--- config.mk ---
export PLATFORM = sky130hd
export DESIGN_NAME = bp_cfg_link_responder
export DESIGN_NICKNAME = d
export VERILOG_FILES = /design/src/rtl/bp_cfg_link_responder.sv
export SDC_FILE = /design/constraint.sdc
export NUM_CORES = 1
export LEC_CHECK = 0
export BUFFER_PORTS_ARGS = -buffer_cell sky130_fd_sc_hd__buf_4
export CAP_MARGIN = 10
export CORE_MARGIN = 5
export CORE_UTILIZATION = 48
export DETAILED_ROUTE_END_ITERATION = 8
export PLACE_DENSITY = 0.79
export SLEW_MARGIN = 30
export SYNTH_ARGS = -nofsm -noshare
export SYNTH_HDL_FRONTEND = slang
export SYNTH_SLANG_ARGS = --single-unit
--- constraint.sdc ---
create_clock -name clk_i -period 5.13 [get_ports clk_i]
set_clock_uncertainty 0.1 [all_clocks]
set_input_delay 0.2565 -clock clk_i [delete_from_list [all_inputs] [get_ports clk_i]]
set_output_delay 0.2565 -clock clk_i [all_outputs]
set_load 0.005 [all_outputs]
--- src/rtl/bp_cfg_link_responder.sv ---
// Per-tile cfg link endpoint: filters requests by core id, holds config regs.
// Optional BP_CFG_LINK_BROADCAST_EN: all-ones core id writes hit every tile silently.
module bp_cfg_link_responder #(
  parameter int cfg_core_width_p = 8,
  parameter int cfg_addr_width_p = 16,
  parameter int cfg_data_width_p = 32,
  parameter int vaddr_width_p    = 39,
  parameter logic [vaddr_width_p-1:0] npc_reset_p = 39'h00_8000_0000
) (
  input  logic                        clk_i,
  input  logic                        reset_n_i,
  input  logic [cfg_core_width_p-1:0] my_core_id_i,
  input  logic                        cfg_v_i,
  output logic                        cfg_ready_o,
  input  logic                        cfg_w_i,
  input  logic [cfg_core_width_p-1:0] cfg_core_i,
  input  logic [cfg_addr_width_p-1:0] cfg_addr_i,
  input  logic [cfg_data_width_p-1:0] cfg_data_i,
  output logic                        resp_v_o,
  input  logic                        resp_ready_i,
  output logic [cfg_data_width_p-1:0] resp_data_o,
  output logic                        resp_err_o,
  output logic                        freeze_o,
  output logic [cfg_core_width_p-1:0] core_id_o,
  output logic [1:0]                  icache_mode_o,
  output logic [1:0]                  dcache_mode_o,
  output logic                        cce_mode_o,
  output logic [vaddr_width_p-1:0]    npc_o,
  output logic                        npc_w_o
);

  localparam int hi_w = vaddr_width_p - 32;

  typedef enum logic {READY, RESP} state_e;

  state_e state_r, state_n;

  logic        accept, match;
  logic        hit_wr, hit_resp, do_wr;
  logic        mapped;
  logic [cfg_data_width_p-1:0] rd_data;
  logic [31:0] npc_lo_r;

  logic sel_freeze, sel_core, sel_ic, sel_dc;
  logic sel_cce, sel_lo, sel_hi;

  assign sel_freeze = cfg_addr_i == cfg_addr_width_p'(16'h0001);
  assign sel_core   = cfg_addr_i == cfg_addr_width_p'(16'h0002);
  assign sel_ic     = cfg_addr_i == cfg_addr_width_p'(16'h0003);
  assign sel_dc     = cfg_addr_i == cfg_addr_width_p'(16'h0004);
  assign sel_cce    = cfg_addr_i == cfg_addr_width_p'(16'h0005);
  assign sel_lo     = cfg_addr_i == cfg_addr_width_p'(16'h0010);
  assign sel_hi     = cfg_addr_i == cfg_addr_width_p'(16'h0011);

  assign accept = cfg_v_i & cfg_ready_o;
  assign match  = cfg_core_i == my_core_id_i;

`ifdef BP_CFG_LINK_BROADCAST_EN
  logic all_ones;
  assign all_ones = &cfg_core_i;
  // Broadcast reads fall out as non-matching: no write, no response.
  assign hit_wr   = all_ones ? cfg_w_i : match;
  assign hit_resp = match & ~all_ones;
`else
  assign hit_wr   = match;
  assign hit_resp = match;
`endif

  assign do_wr = accept & cfg_w_i & hit_wr;

  always_comb begin
    rd_data = '0;
    mapped  = 1'b1;
    unique case (1'b1)
      sel_freeze: rd_data = cfg_data_width_p'(freeze_o);
      sel_core:   rd_data = cfg_data_width_p'(core_id_o);
      sel_ic:     rd_data = cfg_data_width_p'(icache_mode_o);
      sel_dc:     rd_data = cfg_data_width_p'(dcache_mode_o);
      sel_cce:    rd_data = cfg_data_width_p'(cce_mode_o);
      sel_lo:     rd_data = cfg_data_width_p'(npc_o[31:0]);
      sel_hi:     rd_data = cfg_data_width_p'(npc_o[vaddr_width_p-1:32]);
      default:    mapped  = 1'b0;
    endcase
  end

  always_comb begin
    state_n     = state_r;
    cfg_ready_o = 1'b0;
    resp_v_o    = 1'b0;
    unique case (state_r)
      READY: begin
        cfg_ready_o = 1'b1;
        if (accept && hit_resp) state_n = RESP;
      end
      RESP: begin
        resp_v_o = 1'b1;
        if (resp_ready_i) state_n = READY;
      end
      default: state_n = READY;
    endcase
  end

  always_ff @(posedge clk_i or negedge reset_n_i) begin
    if (!reset_n_i) state_r <= READY;
    else            state_r <= state_n;
  end

  always_ff @(posedge clk_i or negedge reset_n_i) begin
    if (!reset_n_i) begin
      resp_data_o <= '0;
      resp_err_o  <= 1'b0;
    end else if (accept && hit_resp) begin
      resp_data_o <= cfg_w_i ? '0 : rd_data;
      resp_err_o  <= ~mapped;
    end
  end

  always_ff @(posedge clk_i or negedge reset_n_i) begin
    if (!reset_n_i) begin
      freeze_o      <= 1'b1;
      core_id_o     <= '0;
      icache_mode_o <= '0;
      dcache_mode_o <= '0;
      cce_mode_o    <= 1'b0;
      npc_o         <= npc_reset_p;
      npc_lo_r      <= '0;
      npc_w_o       <= 1'b0;
    end else begin
      npc_w_o <= 1'b0;
      if (do_wr) begin
        unique case (1'b1)
          sel_freeze: freeze_o      <= cfg_data_i[0];
          sel_core:   core_id_o     <= cfg_data_i[cfg_core_width_p-1:0];
          sel_ic:     icache_mode_o <= cfg_data_i[1:0];
          sel_dc:     dcache_mode_o <= cfg_data_i[1:0];
          sel_cce:    cce_mode_o    <= cfg_data_i[0];
          sel_lo:     npc_lo_r      <= cfg_data_i[31:0];
          sel_hi: begin
            npc_o   <= {cfg_data_i[hi_w-1:0], npc_lo_r};
            npc_w_o <= 1'b1;
          end
          default: ;
        endcase
      end
    end
  end

endmodule

==> run_results.csv, run 1 <==
group,metric,value,unit
flow_run,drv_cap,0,
pwr,power_frac_seq,42.6,%
worst_setup_path,cp_max_fo,39,
sta,final.setup.tns,0,ps
detailed_routing,first_pass_iters,4,
layout,nets,609,
sta,holdWs,58.5,ps
synthesis,seq_area_frac_synth,60.6,%
detailed_routing,avgRoutedWirePerCell,17.8,um
synthesis,yosysUniqueCellTypes,36,
synthesis,synth_area_leaders,"dfrtp_1, mux2_2, a22o_1, mux2_4, mux2i_1",
worst_setup_path,crit_arrival,3300,ps
pwr,cellPowerDensity,310,nW/um2
status,status,"finished clean",
worst_setup_path,endpoint_kind,"register",
pwr,internal-power,1.75,mW
sta,fmax,331,MHz
pwr,power_frac_clock,52.4,%
pwr,ir_drop,295,uV
floorplanning,io-pin-count,158,
clock_network,clk_latency,490,ps
clock_network,clk_pin_slew_worst_paths,60,ps
sta,fin_crit,3030,ps
detailed_routing,num_vias,3655,
pwr,p_leak,3.73,nW
synthesis,syn_avg_cell_area,14.4,um2
placement,io_buffer_count,157,
synthesis,synth_edf_count,0,
clock_network,cts_tree,"built",
global_route,grt_max_degree,71,
sta,fin_crit_sh,59.0,%
placement,hpwl,8330,um
floorplanning,dieArea,12500,um2
placement,gp_congestion,0.838,
synthesis,synth-seq-cells,120,
clock_network,root_buffer,"clkbuf_8",
floorplanning,rows,37,
synthesis,ys_warn_count,0,
pwr,comb_power_share,5.0,%
global_route,grt.overflow.total,0,
worst_setup_path,crit_type,"reg2reg",
detailed_routing,drt_iter0_drc,158,
clock_network,clk_path_buf_depth,2,
layout,drive_above_1_share,51.7,%
synthesis,async_reset_ff_share,100,%
global_route,grt_pass1_wl,20100,um
sta,hold_violations,0,
synthesis,syn_inst,345,
global_route,grtUsageTotal,20.1,%
layout,register_area,3010,um2
detailed_routing,drc,0,
synthesis,synth_top_area_share,59.5,%
synthesis,synthesis.nets,414,
pwr,swShare,21.3,%
layout,final_cell_mix,"buf_4, dfrtp_1, mux2_2",
worst_setup_path,ff2ff_setup_slack,2100,ps
layout,multi_input_area,1860,um2
layout,final_common_cell,"buf_4",
clock_network,cts_resized,0,
clock_network,htreeDepth,4,
sta,max-slew-margin-rel,40.8,%
synthesis,yosysTopAreaCell,"dfrtp_1",
sta,worst_slew_pin_slew,888,ps
worst_setup_path,start_kind,"register",
detailed_routing,ant_nets,0,
sta,final-max-slew-violation-count,0,
layout,fill_cells,725,
floorplanning,start_util,48.7,%
worst_setup_path,worst-endpoint-required,5400,ps
layout,num_antenna_cells,0,
clock_network,cts_made_buffers,17,
sta,setup_viol,0,
detailed_routing,wl,12300,um
synthesis,syn-cell-area,4960,um2
global_route,antenna_found_initial,0,
floorplanning,dieHeight,112,um
floorplanning,core_area,10200,um2
pwr,switchingPower,0.473,mW
global_route,grt_pass1_vias,3857,
synthesis,ys_dominant_reg_cell,"dfrtp_1",
detailed_routing,viasPerCell,5.30,
min_path,hp-class,"in2reg",
clock_network,cts_sinks,120,
floorplanning,die_w,112,um
layout,areaGrowthSynthToFinish,45.0,%
sta,rsz0062_at_grt,"false",
## cell usage after synthesis (3+ instances only)
cell and instances:
mux2_2 77, inv_1 3, or3_1 3, clkbuf_1 8
xor2_1 7, o21ai_0 9, nor4b_1 5, dfrtp_1 118
a22o_1 24, and4_1 3, nor3_1 3, nor2_1 9
mux2_4 10, mux2i_1 8, buf_1 3, a21oi_1 6
nor4_1 5, nand2_1 12, nand4_1 3, buf_2 5
and3_1 4
## cell type report
class / count / share of cell area, %
inverter: 3 / 0.157
sequential: 120 / 41.8
clock inverter: 14 / 2.42
timing repair buffer: 194 / 21.6
clock buffer: 18 / 5.81
multi-input combinational: 204 / 25.9
tap: 136 / 2.37
## logic make-up after synthesis
family,count (synthesis),share of synthesized area (%)
compound gates,45,6.71
xor+xnor,8,1.41
flops,120,60.6
simple gates,56,7.14
mux,95,22.1
buf+inv,21,2.02
## state kept, by name, indices dropped and copies added, names as in the netlist
| register | flops |
|---|---|
| core_id_o | 8 |
| npc_w_o | 1 |
| resp_data_o | 32 |
| icache_mode_o | 2 |
| npc_lo_r | 32 |
| dcache_mode_o | 2 |
| npc_o | 39 |
| freeze_o | 1 |
| cce_mode_o | 1 |
| resp_err_o | 1 |
| state_r | 1 |
## worst paths after layout
check,start,to,cells past startpoint
setup reg to reg,state_r,npc_o[32],5
hold reg to reg,resp_data_o[5],resp_data_o[5],2
setup / recovery,state_r,npc_o[32],5
min in group asynchronous,reset_n_i,resp_data_o[2],2
hold / removal,cfg_w_i,npc_w_o,3
max in group asynchronous,reset_n_i,resp_data_o[24],3
## metrics by stage
| stage | setup slack, ps | power, mW | std cells | util [%] | instance area [um2] |
|---|---|---|---|---|---|
| final | 2100 | 2.23 | 689 | 70.6 | 7190 |
| after global routing | 1930 | 2.30 | 689 | 70.6 | 7190 |
| after CTS | 2100 | 2.24 | 689 | 70.5 | 7180 |
| after detailed placement | 1830 | 1.06 | 621 | 61.2 | 6230 |
| after global placement | 1930 | 1.05 | 621 | 61.2 | 6230 |
| after floorplan | 2900 | 0.984 | 345 | - | 4960 |
## what timing repair did
item                                   in CTS  in global routing
setup endpoints to repair                   0                  0
endpoints found under the hold margin     124                  0
hold buffers                               36                  0
setup buffers                               0                  0
## routing by layer
layer	global-route usage [%]	share of wire, %	vias up
li1	-	-	1668
met1	24.8	41	1862
met2	34.0	52	111
met3	5.33	5.1	14
met4	7.46	1.4	0
met5	0	0	-
## worst max-delay path: stages, from the launching register on
cell and delay, ps:
dfrtp_1 370, inv_1 80, and3_1 190, nand3_2 670, or4_4 1090, mux2_4 400
## power groups by stage
stage	Clock (mW)	Combinational, mW	Sequential (mW)
after CTS	1.18	0.112	0.949
after global routing	1.23	0.123	0.948
after floorplan	0	0.0184	0.966
final	1.17	0.111	0.949
after detailed placement	0	0.0904	0.966
after global placement	0	0.0884	0.966
Note: power is estimated with default switching activity, not from simulation.
==> inputs of run 2 (changes only) <==
clock period = 3 ns   (was 5.13 ns; I/O delays follow)
==> run 2 against run 1 <==
  * Count of clock-buffer cells in the layout is 1 higher
  * Worst setup slack worse by 1600 ps
  * Sequential power is 71% higher
  * Routed wire length is 4.4% higher
  * Register-to-register slack worse by 1300 ps
  * Highest routed layer unchanged
==> run_results.csv, run 2 (synthesis gave the netlist of run 1 again) <==
group,metric,value,unit
clock_network,cts_tree,"built",
min_path,min_path_cells,3,
sta,final-max-slew-violation-count,0,
clock_network,clk_path_buf_depth,2,
layout,areaGrowthSynthToFinish,47.3,%
placement,gp_congestion,0.847,
placement,dp_slack,458,ps
global_route,grt.overflow.total,0,
placement,dp_cells,624,
worst_setup_path,rr_endpoint,"npc_o[24]",
detailed_routing,drt_iter0_drc,168,
layout,final_cell_mix,"buf_4, dfrtp_1, mux2_2",
flow_run,drv_cap,0,
pwr,power_frac_seq,41.5,%
detailed_routing,first_pass_iters,4,
worst_setup_path,regToRegStartpoint,"state_r",
layout,multi_input_area,1860,um2
worst_setup_path,crit_chain,"dlygate4sd3_1 > buf_4 > nor4_1 > and4_1 > and3_1 > mux2_2",
sta,setup_ws,519,ps
sta,fin_crit,2480,ps
global_route,grt_pass1_vias,3903,
pwr,cellPowerDensity,536,nW/um2
sta,rsz0062_at_grt,"false",
worst_setup_path,cpPeakStageDelay,540,ps
pwr,comb_power_share,5.0,%
clock_network,htreeDepth,4,
global_route,antenna_found_initial,0,
layout,final_common_cell,"buf_4",
detailed_routing,drc,0,
floorplanning,dieHeight,112,um
global_route,grt_max_degree,65,
layout,regMostFlops,"npc_o",
global_route,grtUsageTotal,21.2,%
worst_setup_path,cp_max_fo,9,
worst_setup_path,start_kind,"primary input",
pwr,power_frac_clock,53.5,%
clock_network,cts_resized,0,
clock_network,clk_pin_slew_worst_paths,60,ps
layout,drive_above_1_share,51.1,%
sta,hold_violations,0,
floorplanning,rows,37,
clock_network,postCtsHoldBufs,42,
detailed_routing,ant_nets,0,
clock_network,cts_made_buffers,17,
global_route,grt_pass1_wl,21000,um
pwr,p_leak,3.78,nW
worst_setup_path,crit_arrival,2760,ps
floorplanning,start_util,48.7,%
status,status,"finished clean",
layout,nets,618,
pwr,ir_drop,410,uV
layout,reg.largest.list,"npc_o (39), npc_lo_r (32), resp_data_o (32)",
placement,io_buffer_count,157,
detailed_routing,avgRoutedWirePerCell,18.3,um
sta,final.setup.tns,0,ps
min_path,whs_endpoint,"cce_mode_o",
detailed_routing,wl,12800,um
worst_setup_path,ff2ff_setup_slack,840,ps
layout,fin_cells,698,
layout,fill_cells,690,
worst_setup_path,crit_cells,6,
worst_setup_path,cp_top_family,"simple AND/OR/NAND/NOR gates",
sta,fmax,403,MHz
floorplanning,io-pin-count,158,
worst_setup_path,crit_buf_inv,2,
worst_setup_path,rr_worst_depth,5,
floorplanning,dieArea,12500,um2
clock_network,root_buffer,"clkbuf_8",
sta,setup_viol,0,
layout,final_core_util,71.7,%
worst_setup_path,worst-endpoint-required,3270,ps
clock_network,clk_latency,490,ps
worst_setup_path,endpoint_kind,"register",
sta,holdWs,39.6,ps
clock_network,cts_sinks,120,
floorplanning,die_w,112,um
worst_setup_path,crit_type,"in2reg",
layout,register_area,3010,um2
worst_setup_path,crit_path_top_delay_cell,"dlygate4sd3_1",
pwr,internal-power,3.09,mW
min_path,worstHoldStart,"cfg_addr_i[0]",
sta,fin_crit_sh,82.7,%
detailed_routing,viasPerCell,5.30,
min_path,hp-class,"in2reg",
floorplanning,core_area,10200,um2
clock_network,cts_setup_buffers,0,
sta,worst_slew_pin_slew,728,ps
pwr,switchingPower,0.822,mW
layout,num_antenna_cells,0,
pwr,swShare,21.0,%
placement,hpwl,8420,um
sta,max-slew-margin-rel,51.4,%
detailed_routing,num_vias,3699,
layout,largest_reg_flops,39,
-- run 2: layout make-up --
class	count	area share (%)
flip-flops and latches	120	41.1
multi-input cells	204	25.5
repair buffers	203	22.5
clock buffers	19	5.77
clock inverters	13	2.67
well taps	136	2.33
inverters	3	0.154
-- run 2: metrics by stage --
step	area [um2]	power, mW
2_1_floorplan	4960	1.68
3_3_place_gp	6270	1.80
3_5_place_dp	6270	1.81
4_1_cts	7300	3.95
5_1_grt	7300	4.06
6_report	7300	3.91
-- run 2: how the worst max path moves through the flow --
stage	startpoint	to
2_1_floorplan	my_core_id_i[7]	npc_o[28]
6_report	cfg_addr_i[4]	core_id_o[1]
4_1_cts	cfg_addr_i[8]	npc_o[33]
3_3_place_gp	cfg_addr_i[13]	npc_o[33]
3_5_place_dp	cfg_addr_i[13]	npc_o[11]
5_1_grt	cfg_addr_i[4]	core_id_o[3]
-- run 2: worst reg2reg max path, stage by stage (launching register included) --
cell and delay (ps):
dfrtp_1 380, inv_1 80, and3_1 180, nand3_2 100, or4_4 790, mux2_2 420
-- run 2: power groups by stage --
stage,Sequential [mW],Combinational [mW],Clock [mW]
3_5_place_dp,1.65,0.157,0
6_report,1.62,0.197,2.09
3_3_place_gp,1.65,0.153,0
4_1_cts,1.62,0.199,2.13
5_1_grt,1.62,0.216,2.22
2_1_floorplan,1.65,0.0314,0
-- run 2: layer usage --
| layer | global-route usage [%] | vias to the layer above | share of wire, % |
|---|---|---|---|
| li1 | - | 1687 | - |
| met1 | 25.9 | 1878 | 40 |
| met2 | 35.9 | 118 | 53 |
| met3 | 5.87 | 16 | 5.0 |
| met4 | 7.70 | 0 | 1.8 |
| met5 | 0 | - | 0 |
==> inputs of run 3 (changes only) <==
CORE_UTILIZATION = 46   (was 48)
clock period = 2.08 ns   (was 3 ns; I/O delays follow)
==> run 3 against run 2 <==
  * Sequential share of layout area down 1.2 points
  * Register-to-register slack worse by 770 ps
  * Cell count up 3.0%
  * Critical path depth unchanged
  * Largest cell class unchanged
  * Clock power up 41%
  * First-iteration DRC count down 13%
==> run_results.csv, run 3 (synthesis gave the netlist of run 1 again) <==
group,metric,value,unit
placement,dp_slack,-95.6,ps
worst_setup_path,cp_max_fo,20,
worst_setup_path,crit_type,"reg2reg",
clock_network,cts_sinks,120,
clock_network,cts_setup_buffers,0,
worst_setup_path,rr_worst_depth,6,
layout,fill_cells,731,
detailed_routing,ant_nets,0,
clock_network,clk_path_buf_depth,2,
floorplanning,rows,38,
detailed_routing,num_vias,3772,
worst_setup_path,crit_chain,"inv_2 > and3_4 > nand3_4 > or4_4 > buf_12 > mux2_4",
worst_setup_path,cp_top_family,"simple AND/OR/NAND/NOR gates",
sta,rsz0062_at_grt,"false",
floorplanning,start_util,46.4,%
sta,hold_violations,0,
min_path,min_path_cells,4,
sta,fin_crit,2010,ps
sta,setup_viol,0,
worst_setup_path,crit_buf_inv,2,
clock_network,clk_latency,500,ps
floorplanning,dieHeight,114,um
flow_run,drv_cap,0,
worst_setup_path,worst-endpoint-required,2370,ps
global_route,antenna_found_initial,0,
placement,hpwl,8690,um
worst_setup_path,cpPeakStageDelay,560,ps
detailed_routing,drc,0,
layout,largest_reg_flops,39,
sta,final-max-slew-violation-count,0,
clock_network,htreeDepth,4,
layout,reg.largest.list,"npc_o (39), npc_lo_r (32), resp_data_o (32)",
detailed_routing,first_pass_iters,4,
worst_setup_path,start_kind,"register",
layout,areaGrowthSynthToFinish,51.7,%
clock_network,root_buffer,"clkbuf_8",
min_path,hp-class,"in2reg",
worst_setup_path,crit_path_top_delay_cell,"or4_4",
global_route,grt_pass1_vias,4065,
layout,regMostFlops,"npc_o",
global_route,grt_max_degree,121,
detailed_routing,viasPerCell,5.25,
detailed_routing,drt_iter0_drc,147,
floorplanning,die_w,114,um
sta,setup_ws,69.4,ps
pwr,ir_drop,505,uV
sta,worst_slew_pin_slew,634,ps
worst_setup_path,crit_arrival,2300,ps
global_route,grtUsageTotal,21.0,%
layout,final_common_cell,"buf_4",
floorplanning,dieArea,13000,um2
floorplanning,core_area,10700,um2
sta,holdWs,60.7,ps
sta,max-slew-margin-rel,57.8,%
layout,drive_above_1_share,53.4,%
floorplanning,io-pin-count,158,
layout,num_antenna_cells,0,
global_route,grt.overflow.total,0,
clock_network,cts_tree,"built",
worst_setup_path,crit_cells,6,
global_route,grt_pass1_wl,21200,um
sta,fmax,497,MHz
pwr,cellPowerDensity,743,nW/um2
placement,io_buffer_count,157,
clock_network,clk_pin_slew_worst_paths,60,ps
layout,nets,635,
detailed_routing,avgRoutedWirePerCell,18.3,um
placement,gp_congestion,0.779,
pwr,p_leak,3.89,nW
layout,final_cell_mix,"buf_4, dfrtp_1, mux2_2",
sta,fin_crit_sh,96.7,%
clock_network,cts_made_buffers,17,
worst_setup_path,endpoint_kind,"register",
status,status,"finished clean",
worst_setup_path,ff2ff_setup_slack,70,ps
detailed_routing,wl,13200,um
[run 3: changes by cell type in the layout (fill, tap and decap cells not counted), moves of 2 or more]
| cell | change |
|---|---|
| buf_4 | +12 |
| buf_12 | +5 |
| clkbuf_8 | +3 |
| clkinv_2 | +3 |
| clkinv_4 | -2 |
| inv_6 | -2 |
[run 3: power breakdown]
part           switching [mW]  internal (mW)
combinational           0.134          0.172
clock                    1.03           1.92
sequential            0.00181           2.34
total                    1.16           4.43
[run 3: final timing paths]
| check | start | end |
|---|---|---|
| worst max-delay path | state_r | npc_o[34] |
| worst min-delay path | cfg_addr_i[1] | freeze_o |
| worst max register to register | state_r | npc_o[34] |
| worst min register to register | resp_data_o[5] | resp_data_o[5] |
| max in group asynchronous | reset_n_i | resp_data_o[1] |
| min in group asynchronous | reset_n_i | resp_data_o[22] |
[run 3: worst register-to-register path, delay by kind of cell, from the launching register on]
family	cells	cell delay [ps]
buf+inv	2	270
simple gates	3	830
flops	1	390
mux	1	310
[run 3: through the flow]
step	instance area (um2)	cells	total power, mW	setup TNS (ps)	util [%]
after floorplan	4990	345	2.43	-117	-
after global placement	6490	645	2.62	-1410	60.7
after detailed placement	6490	645	2.63	-2550	60.7
after CTS	7520	719	5.64	0	70.3
after global routing	7520	719	5.78	0	70.3
final	7520	719	5.59	0	70.3
[run 3: final cells by class]
cell class	count	area, um2	share of cell area (%)
multi-input cells	204	1900	25.2
clock inverters	11	145	1.93
repair buffers	220	1830	24.3
well taps	140	175	2.33
flip-flops and latches	120	3010	39.9
clock buffers	21	459	6.10
inverters	3	11.3	0.150
[run 3: metal layers]
layer  track usage [%]  wire length, um  part of all wire [%]  up-vias
li1                  -                -                     -     1719
met1              25.8             5350                    41     1926
met2              35.9             6960                    53      111
met3              5.62              683                   5.2       16
met4              6.89              197                   1.5        0
met5                 0                0                     0        -
[run 3: timing repair]
action / in CTS / in global routing
setup endpoints to repair: 0 / 32
hold buffers: 42 / 0
resized for setup: 0 / 1
endpoints found under the hold margin: 176 / 0
